<file path="config.mk">
export PLATFORM = sky130hd
export DESIGN_NAME = sys_array_loader_flat
export DESIGN_NICKNAME = d
export VERILOG_FILES = /design/src/rtl/sys_array_loader_if.sv /design/src/rtl/sys_array_loader.sv /design/src/flat_wrapper.sv
export SDC_FILE = /design/constraint.sdc
export NUM_CORES = 1
export LEC_CHECK = 0
export ABC_AREA = 1
export CAP_MARGIN = 20
export CORE_ASPECT_RATIO = 2
export CORE_MARGIN = 5
export CORE_UTILIZATION = 39
export CTS_CLUSTER_DIAMETER = 80
export DETAILED_ROUTE_END_ITERATION = 10
export GPL_TIMING_DRIVEN = 0
export PLACE_DENSITY = 0.75
export SYNTH_ARGS = -nofsm -noshare
export SYNTH_HDL_FRONTEND = slang
export SYNTH_SLANG_ARGS = --single-unit
export TNS_END_PERCENT = 20
</file>
<file path="constraint.sdc">
create_clock -name clk -period 4.9 [get_ports clk]
set_clock_uncertainty 0.2 [all_clocks]
set_input_delay 0.98 -clock clk [delete_from_list [all_inputs] [get_ports clk]]
set_output_delay 0.98 -clock clk [all_outputs]
set_load 0.005 [all_outputs]
</file>
<file path="src/rtl/sys_array_loader_if.sv">
// Stream-in / matrix-out bundle between the array loader and its host and fetcher.
// reuse_b is present only when LOADER_REUSE_B_EN is defined.
interface sys_array_loader_if #(
  parameter int DATA_WIDTH = 8,
  parameter int ARRAY_W    = 4,
  parameter int ARRAY_L    = 4
);
  logic                                             in_valid;
  logic [DATA_WIDTH-1:0]                            in_data;
  logic                                             in_ready;
  logic [ARRAY_W-1:0][ARRAY_L-1:0][DATA_WIDTH-1:0]  input_data_a;
  logic [ARRAY_W-1:0][ARRAY_L-1:0][DATA_WIDTH-1:0]  input_data_b;
  logic                                             load_params;
  logic                                             start_comp;
  logic                                             busy;
  logic                                             job_done;
`ifdef LOADER_REUSE_B_EN
  logic                                             reuse_b;
`endif

  modport master (
`ifdef LOADER_REUSE_B_EN
    input  reuse_b,
`endif
    input  in_valid,
    input  in_data,
    output in_ready,
    output input_data_a,
    output input_data_b,
    output load_params,
    output start_comp,
    output busy,
    output job_done
  );

  modport slave (
`ifdef LOADER_REUSE_B_EN
    output reuse_b,
`endif
    output in_valid,
    output in_data,
    input  in_ready,
    input  input_data_a,
    input  input_data_b,
    input  load_params,
    input  start_comp,
    input  busy,
    input  job_done
  );
endinterface

</file>
<file path="src/rtl/sys_array_loader.sv">
// Streams B then A row-major into matrix registers and sequences fetcher load/start/wait; 1-cycle state latency.
// in_ready only in LOAD_B/LOAD_A, never during reset; LOADER_REUSE_B_EN keeps B and skips PARAM on reuse_b.
module sys_array_loader #(
  parameter int DATA_WIDTH  = 8,
  parameter int ARRAY_W     = 4,
  parameter int ARRAY_L     = 4,
  parameter int HOLD_CYCLES = 2*(ARRAY_W+1),
  parameter int COMP_CYCLES = (ARRAY_L+2*ARRAY_W+3)*(ARRAY_W+1)
) (
  input  logic                 clk,
  input  logic                 reset,
  sys_array_loader_if.master   bus
);

  localparam int MAX_CNT = (HOLD_CYCLES > COMP_CYCLES) ? HOLD_CYCLES : COMP_CYCLES;
  localparam int CNT_W   = $clog2(MAX_CNT + 1);
  localparam int ROW_W   = $clog2(ARRAY_W);
  localparam int COL_W   = $clog2(ARRAY_L);

  typedef logic [ARRAY_W-1:0][ARRAY_L-1:0][DATA_WIDTH-1:0] mat_t;

  typedef enum logic [2:0] {
    S_LOAD_B,
    S_LOAD_A,
    S_PARAM,
    S_START,
    S_WAIT
  } state_t;

  state_t           state_q, state_d;
  logic [ROW_W-1:0] row_q, row_d;
  logic [COL_W-1:0] col_q, col_d;
  logic [CNT_W-1:0] cnt_q, cnt_d;
  mat_t             mat_a_q, mat_a_d;
  mat_t             mat_b_q, mat_b_d;
`ifdef LOADER_REUSE_B_EN
  logic             b_loaded_q, b_loaded_d;
  logic             skip_param_q, skip_param_d;
`endif

  logic in_ready;
  logic accept;
  logic last_elem;
  logic last_col;

  always_comb begin
    state_d = state_q;
    row_d   = row_q;
    col_d   = col_q;
    cnt_d   = cnt_q;
    mat_a_d = mat_a_q;
    mat_b_d = mat_b_q;
`ifdef LOADER_REUSE_B_EN
    b_loaded_d   = b_loaded_q;
    skip_param_d = skip_param_q;
`endif

    // Reset cycles never present ready, so nothing can be taken while reset is high.
    in_ready  = ((state_q == S_LOAD_B) || (state_q == S_LOAD_A)) && !reset;
    accept    = bus.in_valid && in_ready;
    last_col  = (col_q == COL_W'(ARRAY_L - 1));
    last_elem = last_col && (row_q == ROW_W'(ARRAY_W - 1));

    if (accept) begin
      if (state_q == S_LOAD_B) begin
        mat_b_d[row_q][col_q] = bus.in_data;
      end else begin
        mat_a_d[row_q][col_q] = bus.in_data;
      end
      if (last_elem) begin
        row_d = '0;
        col_d = '0;
      end else if (last_col) begin
        col_d = '0;
        row_d = row_q + ROW_W'(1);
      end else begin
        col_d = col_q + COL_W'(1);
      end
    end

    case (state_q)
      S_LOAD_B: begin
        cnt_d = '0;
        if (accept && last_elem) begin
          state_d = S_LOAD_A;
`ifdef LOADER_REUSE_B_EN
          b_loaded_d   = 1'b1;
          skip_param_d = 1'b0;
`endif
        end
      end
      S_LOAD_A: begin
        cnt_d = '0;
        if (accept && last_elem) begin
          cnt_d = CNT_W'(HOLD_CYCLES - 1);
`ifdef LOADER_REUSE_B_EN
          state_d = skip_param_q ? S_START : S_PARAM;
`else
          state_d = S_PARAM;
`endif
        end
      end
      S_PARAM: begin
        if (cnt_q == '0) begin
          state_d = S_START;
          cnt_d   = CNT_W'(HOLD_CYCLES - 1);
        end else begin
          cnt_d = cnt_q - CNT_W'(1);
        end
      end
      S_START: begin
        if (cnt_q == '0) begin
          state_d = S_WAIT;
          cnt_d   = CNT_W'(COMP_CYCLES - 1);
        end else begin
          cnt_d = cnt_q - CNT_W'(1);
        end
      end
      S_WAIT: begin
        if (cnt_q == '0) begin
`ifdef LOADER_REUSE_B_EN
          if (bus.reuse_b && b_loaded_q) begin
            state_d      = S_LOAD_A;
            skip_param_d = 1'b1;
          end else begin
            state_d = S_LOAD_B;
          end
`else
          state_d = S_LOAD_B;
`endif
        end else begin
          cnt_d = cnt_q - CNT_W'(1);
        end
      end
      default: begin
        state_d = S_LOAD_B;
        cnt_d   = '0;
      end
    endcase
  end

  always_ff @(posedge clk) begin
    if (reset) begin
      state_q <= S_LOAD_B;
      row_q   <= '0;
      col_q   <= '0;
      cnt_q   <= '0;
      mat_a_q <= '0;
      mat_b_q <= '0;
`ifdef LOADER_REUSE_B_EN
      b_loaded_q   <= 1'b0;
      skip_param_q <= 1'b0;
`endif
    end else begin
      state_q <= state_d;
      row_q   <= row_d;
      col_q   <= col_d;
      cnt_q   <= cnt_d;
      mat_a_q <= mat_a_d;
      mat_b_q <= mat_b_d;
`ifdef LOADER_REUSE_B_EN
      b_loaded_q   <= b_loaded_d;
      skip_param_q <= skip_param_d;
`endif
    end
  end

  assign bus.in_ready     = in_ready;
  assign bus.input_data_a = mat_a_q;
  assign bus.input_data_b = mat_b_q;
  assign bus.load_params  = (state_q == S_PARAM);
  assign bus.start_comp   = (state_q == S_START);
  assign bus.busy         = (state_q != S_LOAD_B) && (state_q != S_LOAD_A);
  assign bus.job_done     = (state_q == S_WAIT) && (cnt_q == '0);

  // The fetcher samples on a divided clock, so the matrices must not move once handed over.
  assert property (@(posedge clk) disable iff (reset)
    !(bus.load_params && bus.start_comp));
  assert property (@(posedge clk) disable iff (reset)
    (state_q inside {S_PARAM, S_START, S_WAIT}) |=> ($stable(mat_a_q) && $stable(mat_b_q)));

endmodule

</file>
<file path="src/flat_wrapper.sv">
// flat-port wrapper written by rule: the top's interface ports become plain ports
module sys_array_loader_flat 
#(
  parameter int DATA_WIDTH  = 8,
  parameter int ARRAY_W     = 4,
  parameter int ARRAY_L     = 4,
  parameter int HOLD_CYCLES = 2*(ARRAY_W+1),
  parameter int COMP_CYCLES = (ARRAY_L+2*ARRAY_W+3)*(ARRAY_W+1)
)
  (clk, reset, bus_in_valid, bus_in_data, bus_in_ready, bus_input_data_a, bus_input_data_b, bus_load_params, bus_start_comp, bus_busy, bus_job_done);
  sys_array_loader_if #(.DATA_WIDTH(DATA_WIDTH), .ARRAY_W(ARRAY_W), .ARRAY_L(ARRAY_L)) bus_i ();
  input  logic clk;
  input  logic reset;
  input wire logic [$bits(bus_i.in_valid)-1:0] bus_in_valid;
  input wire logic [$bits(bus_i.in_data)-1:0] bus_in_data;
  output wire logic [$bits(bus_i.in_ready)-1:0] bus_in_ready;
  output wire logic [$bits(bus_i.input_data_a)-1:0] bus_input_data_a;
  output wire logic [$bits(bus_i.input_data_b)-1:0] bus_input_data_b;
  output wire logic [$bits(bus_i.load_params)-1:0] bus_load_params;
  output wire logic [$bits(bus_i.start_comp)-1:0] bus_start_comp;
  output wire logic [$bits(bus_i.busy)-1:0] bus_busy;
  output wire logic [$bits(bus_i.job_done)-1:0] bus_job_done;
  assign bus_i.in_valid = bus_in_valid;
  assign bus_i.in_data = bus_in_data;
  assign bus_in_ready = bus_i.in_ready;
  assign bus_input_data_a = bus_i.input_data_a;
  assign bus_input_data_b = bus_i.input_data_b;
  assign bus_load_params = bus_i.load_params;
  assign bus_start_comp = bus_i.start_comp;
  assign bus_busy = bus_i.busy;
  assign bus_job_done = bus_i.job_done;
  sys_array_loader #(.DATA_WIDTH(DATA_WIDTH), .ARRAY_W(ARRAY_W), .ARRAY_L(ARRAY_L), .HOLD_CYCLES(HOLD_CYCLES), .COMP_CYCLES(COMP_CYCLES)) u_core (.clk(clk), .reset(reset), .bus(bus_i));
endmodule
</file>
# After elaboration in Yosys (flattened, before gate mapping)
# Index checks and enable logic that the tools add are counted.
# Widths: inputs -> output; s select.
totals:
  reg_bits: 270
  inputBits: 11
  output_inout_bits: 261
classes:
  addsub: 3
  order_cmp: 4
  eq_ne: 13
  muxes: 21
  bitwise: 1
  n_reduce_logical: 18
ops:
  columns: ["cell", "n"]
  rows:
  - ["$bwmux 128", 2]
  - ["$demux 32 s2", 1]
  - ["$mux 32", 1]
  - ["$pmux 7 s4", 1]
  - ["$mux 7", 3]
  - ["$demux 8 s2", 1]
  - ["$mux 3", 5]
  - ["$pmux 3 s5", 1]
  - ["$logic_and 1x1->1", 8]
  - ["$mux 2", 4]
  - ["$mux 8", 1]
  - ["$logic_not 7->1", 1]
  - ["$sub 7x1->7 const B", 1]
  - ["$eq 3x2->1 const B", 2]
  - ["$lt 2x3->1 const B", 2]
  - ["$ne 2x1->1 const B", 3]
  - ["$ne 2x2->1 const B", 3]
  - ["$reduce_and 2->1", 3]
  - ["$reduce_and 5->1", 1]
  - ["$add 2x1->2 const B", 2]
  - ["$eq 2x2->1 const B", 2]
  - ["$ge 2x1->1 const B", 2]
  - ["$mux 4", 1]
  - ["$eq 3x1->1 const B", 1]
  - ["other kinds (8)", 8]

# Longest topological paths before layout
logic_depth:
  word_depth: 7
  mapped_depth: 10

# Worst setup path after synthesis
# OpenSTA, ideal clock, no wires.
synth_timing:
  path_type: "input-to-output"
  startpoint: "input port reset"
  endpoint: "output port bus_in_ready"
  arrival_ns: 1.537
  t_required_ns: 3.720
  setup_slack_ns: 2.183
  stages: 3
  n_path_buf: 2
  cell_sequence: "clkbuf_1 clkbuf_1 nor2_1"
synth_via:
  elab_chain_len: 2
synth_rtl:
  columns: ["item", "line", "rtl"]
  rows:
  - ["start: declaration", "flat_wrapper.sv:13", "input logic reset;"]
  - ["$logic_not 1->1", "sys_array_loader.sv:59", "in_ready = ((state_q == S_LOAD_B) || (state_q == S_LOAD_A)) && !reset;"]
  - ["$logic_and 1x1->1", "sys_array_loader.sv:59", null]
  - ["end: declaration", "flat_wrapper.sv:16", "output wire logic [$bits(bus_i.in_ready)-1:0] bus_in_ready;"]
# Every way passes these cells.

# Worst setup path after layout
# Ends and elaborated chain as after synthesis.

==> summary.md <==
| Metric | Value |
|---|---|
| Status | finished, final reports clean |
| Worst setup SP type | input port |
| Flops & latches, synth | between 200 and 300 |
| Top delay family on crit path | buffers and inverters |
| Slowest CP cell | clkbuf_1 |
| GRT met3 Usage | ~3.6% |
| Largest net degree at the start of global routing | 16 |
| Clk_lat worst skew | around 0.54 ns |
| DRT iter0 DRCs | approximately 1000 |
| Max Cap Viol | 0 |
| Dpl cells | ~1900 |
| Top cell type's share of synthesized area | 52.9% |
| Max-slew violations | 0 |
| Die Footprint | between 20000 and 30000 µm² |
| Compound-Gate Fraction of Synth Area | 13.5% |
| Max VDD drop | approximately 250 µV |
| Pre-antenna DRT Iters | 5 |
| Die width | roughly 120 µm |
| Global routing usage on met2 | between 40% and 50% |
| Main combinational cell family by area after synthesis | simple AND/OR/NAND/NOR gates |
| Multiplexer share of the synthesized area | 0% |
| Synth-to-Final Area Change | 38.4% |
| Fmax | 281 MHz |
| Worst min path class | flip-flop to flip-flop |
| Setup total negative slack | 0 ns |
| Reg clk slew, reported paths | about 0.060 ns |
| Post-CTS Setup Bufs | 0 |
| Vias in the first global route | 10300 |
| CTS Buf Count | 24 |
| Hold path cells | 2 |
| Syn nets | between 1000 and 1500 |
| Post-route cell area | between 10000 and 15000 µm² |
| Worst setup margin | 1.34 ns |
| Slew @ Worst Pin | 0.846 ns |
| Post-CTS Resized | 0 |
| WP buf/inv | 3 |
| Layout cells sized above 1 | approximately 4.7% |
| Crit-path cells | clkbuf_1 -> clkbuf_1 -> nor2_1 -> clkdlybuf4s50_1 |
| Final-layout fill cell count | 2482 |
| Avg Inst Size Synth | around 8 µm² |
| Area of the core | between 20000 and 30000 µm² |
| Simple-Gate Fraction of Synth Area | approximately a quarter |
| Final worst path period share | a little over 70% |
| Max incr delay on CP | between 0.4 and 0.5 ns |
| Met1 capacity usage during global routing | roughly a quarter |
| TritonCTS clock tree | built |
| Power Total | about 4.4 mW |
| Critical path capture point type | output port |
| Final wirelength | about 40 mm |
| Synth area leader | dfxtp_1 |
| Worst r2r src | u_core.col_q[0]$_SDFFE_PP0N_ |
| Final setup violation count | 0 |
| RSZ-0062 raised after global routing | no |
| GR Util All Layers | 25.1% |
| Die Y | 239 µm |
| Hold_sp | u_core.bus.input_data_b[48]$_SDFFE_PP0P_ |
| Final net count | 1631 |
| CTS Sinks | 270 |
| Placed Area | about 13000 µm² |
| Worst Hold End | u_core.bus.input_data_b[48]$_SDFFE_PP0P_ |
| DRT antenna net count | 0 |
| Ys flop type | dfxtp_1 |
| Avg WL per Cell | between 20 and 25 µm |
| Crit path arrival time | ~2.4 ns |
| DP Worst Slack | 1.40 ns |
| Most frequent cells after synthesis | nand2_1, dfxtp_1, a21oi_1 |
| Root Driver | clkbuf_16 |
| Number of diodes | 0 |
| Post-Syn Area | 10200 µm² |
| Syn. warnings | 0 |
| Xor/xnor share of the synthesized area | less than 1% |
| Reg2reg end | u_core.bus.input_data_b[124]$_SDFFE_PP0P_ |
| Footprint of the multi-input gates | between 4000 and 5000 µm² |
| Synth top area cells | dfxtp_1, a21oi_1, nand3_1, nand2_1, clkbuf_1 |
| Worst reg-to-reg setup slack | ~2.7 ns |
| Sequential Area | ~5400 µm² |
| Peak fanout along the critical path | 10 |
| R2r worst-path depth | 7 |
| IO Port Bufs | between 200 and 300 |
| I/O pin cnt | between 200 and 300 |
| Pleak | approximately 4.6 nW |
| Mapped Cells | about 1300 |
| Initial antenna violation count | 0 |
| Via-per-instance ratio | 5.42 |
| Number of hold buffers added after CTS | 0 |
| Power Density | just over 300 nW/µm² |
| Crit Path Class | input port to output port |
| Synth Area in Adders | ~1.2% |
| Residual DRC | 0 |
| Post-synthesis sequential area ratio | between 50% and 60% |
| Routability cong. | ~0.86 |
| Max_slew headroom | 43.6% |
| Initial core utilization | about two fifths |
| H-tree levels | 1 |
| CP required | around 3.7 ns |
| Final Non-Filler Cells | slightly below 2000 |
| Number of synthesized flops with an enable pin | 0 |
| Most frequent cell after synthesis | nand2_1 |
| DP Wirelength | approximately 29 mm |
| Grt ovf | 0 |
| Most frequent CP cell | clkbuf_1 |
| GR peak layer | met2 |
| Post-synth cell types | 25 |
| First-pass GRT wire length | around 60 mm |
| Hold Fails Final Rpt | 0 |
| Longest Clk Path Bufs | 3 |
| Post-route minimum period | approximately 3.6 ns |
| Vias | around 11000 |
| Ys async rst share | 0% |
| Rows | 83 |
per-stage QoR:
step | utilization, % | hold slack, ns
after floorplan | - | 0.253
after global placement | 51.8 | 0.248
after detailed placement | 51.8 | 0.251
after CTS | 54.9 | 0.262
after global routing | 54.9 | 0.277
final | 54.9 | 0.259
area by class of cell:
class / count / area share [%]
sequential: 270 / 38.2
buffer: 100 / 3.13
inverter: 36 / 0.956
clock buffer: 36 / 5.06
multi-input combinational: 908 / 29.9
tap: 340 / 3.01
clock inverter: 7 / 0.549
timing repair buffer: 270 / 19.1
how the worst max path moves through the flow:
stage / depth (start not counted) / start / to / slack (ns)
floorplan: 3 / reset / bus_in_ready / 2.18
global placement: 4 / reset / bus_in_ready / 1.39
detailed placement: 4 / reset / bus_in_ready / 1.40
CTS: 4 / reset / bus_in_ready / 1.38
global route: 7 / u_core.cnt_q[0]$_SDFFE_PP0N_ / bus_job_done / 1.28
finish: 4 / reset / bus_in_ready / 1.34
routing by layer:
metal,wire (µm),part of all wire (%),vias up
li1,-,-,4993
met4,3160,8.0,0
met2,19900,51,488
met5,0,0,-
met3,2270,5.8,133
met1,14000,36,5039
power breakdown:
part,total (mW),switching (mW),internal (mW)
logic,0.219,0.169,0.0493
registers,2.21,0.00636,2.20
clock network,1.93,0.862,1.07
total,4.36,1.04,3.32
tightest hold or removal path, cell delays in order, from the launching register on:
cell     delay, ns
dfxtp_1       0.31
nand2_1       0.06
a21oi_1       0.05
logic make-up (layout without fill, tap and decap cells):
family | Yosys count | count (layout)
xor+xnor | 4 | 4
compound gates | 274 | 274
buf+inv | 136 | 449
flops | 270 | 270
simple gates | 620 | 620
fa+ha+maj | 10 | 10
layout by cell type (no fill, tap or decap), drive strengths merged:
cell / instances
xnor2: 2
buf: 30
a21oi: 259
nor2: 32
dfxtp: 270
nand3: 259
nand2: 324
clkinvlp: 1
o211ai: 1
nor3: 3
clkdlybuf4s50: 270
o31ai: 1
a211oi: 1
xor2: 2
nand4: 1
o21ai: 11
ha: 10
or2: 1
o21a: 1
bufinv: 1
inv: 22
clkbuf: 106
clkinv: 19
state kept, by name, summed over array words and instances, names as in the netlist:
| register | count |
|---|---|
| u_core.bus.input_data_a | 128 |
| u_core.state_q | 3 |
| u_core.bus.input_data_b | 128 |
| u_core.row_q | 2 |
| u_core.col_q | 2 |
| u_core.cnt_q | 7 |
(Power assumes the default switching activity.)
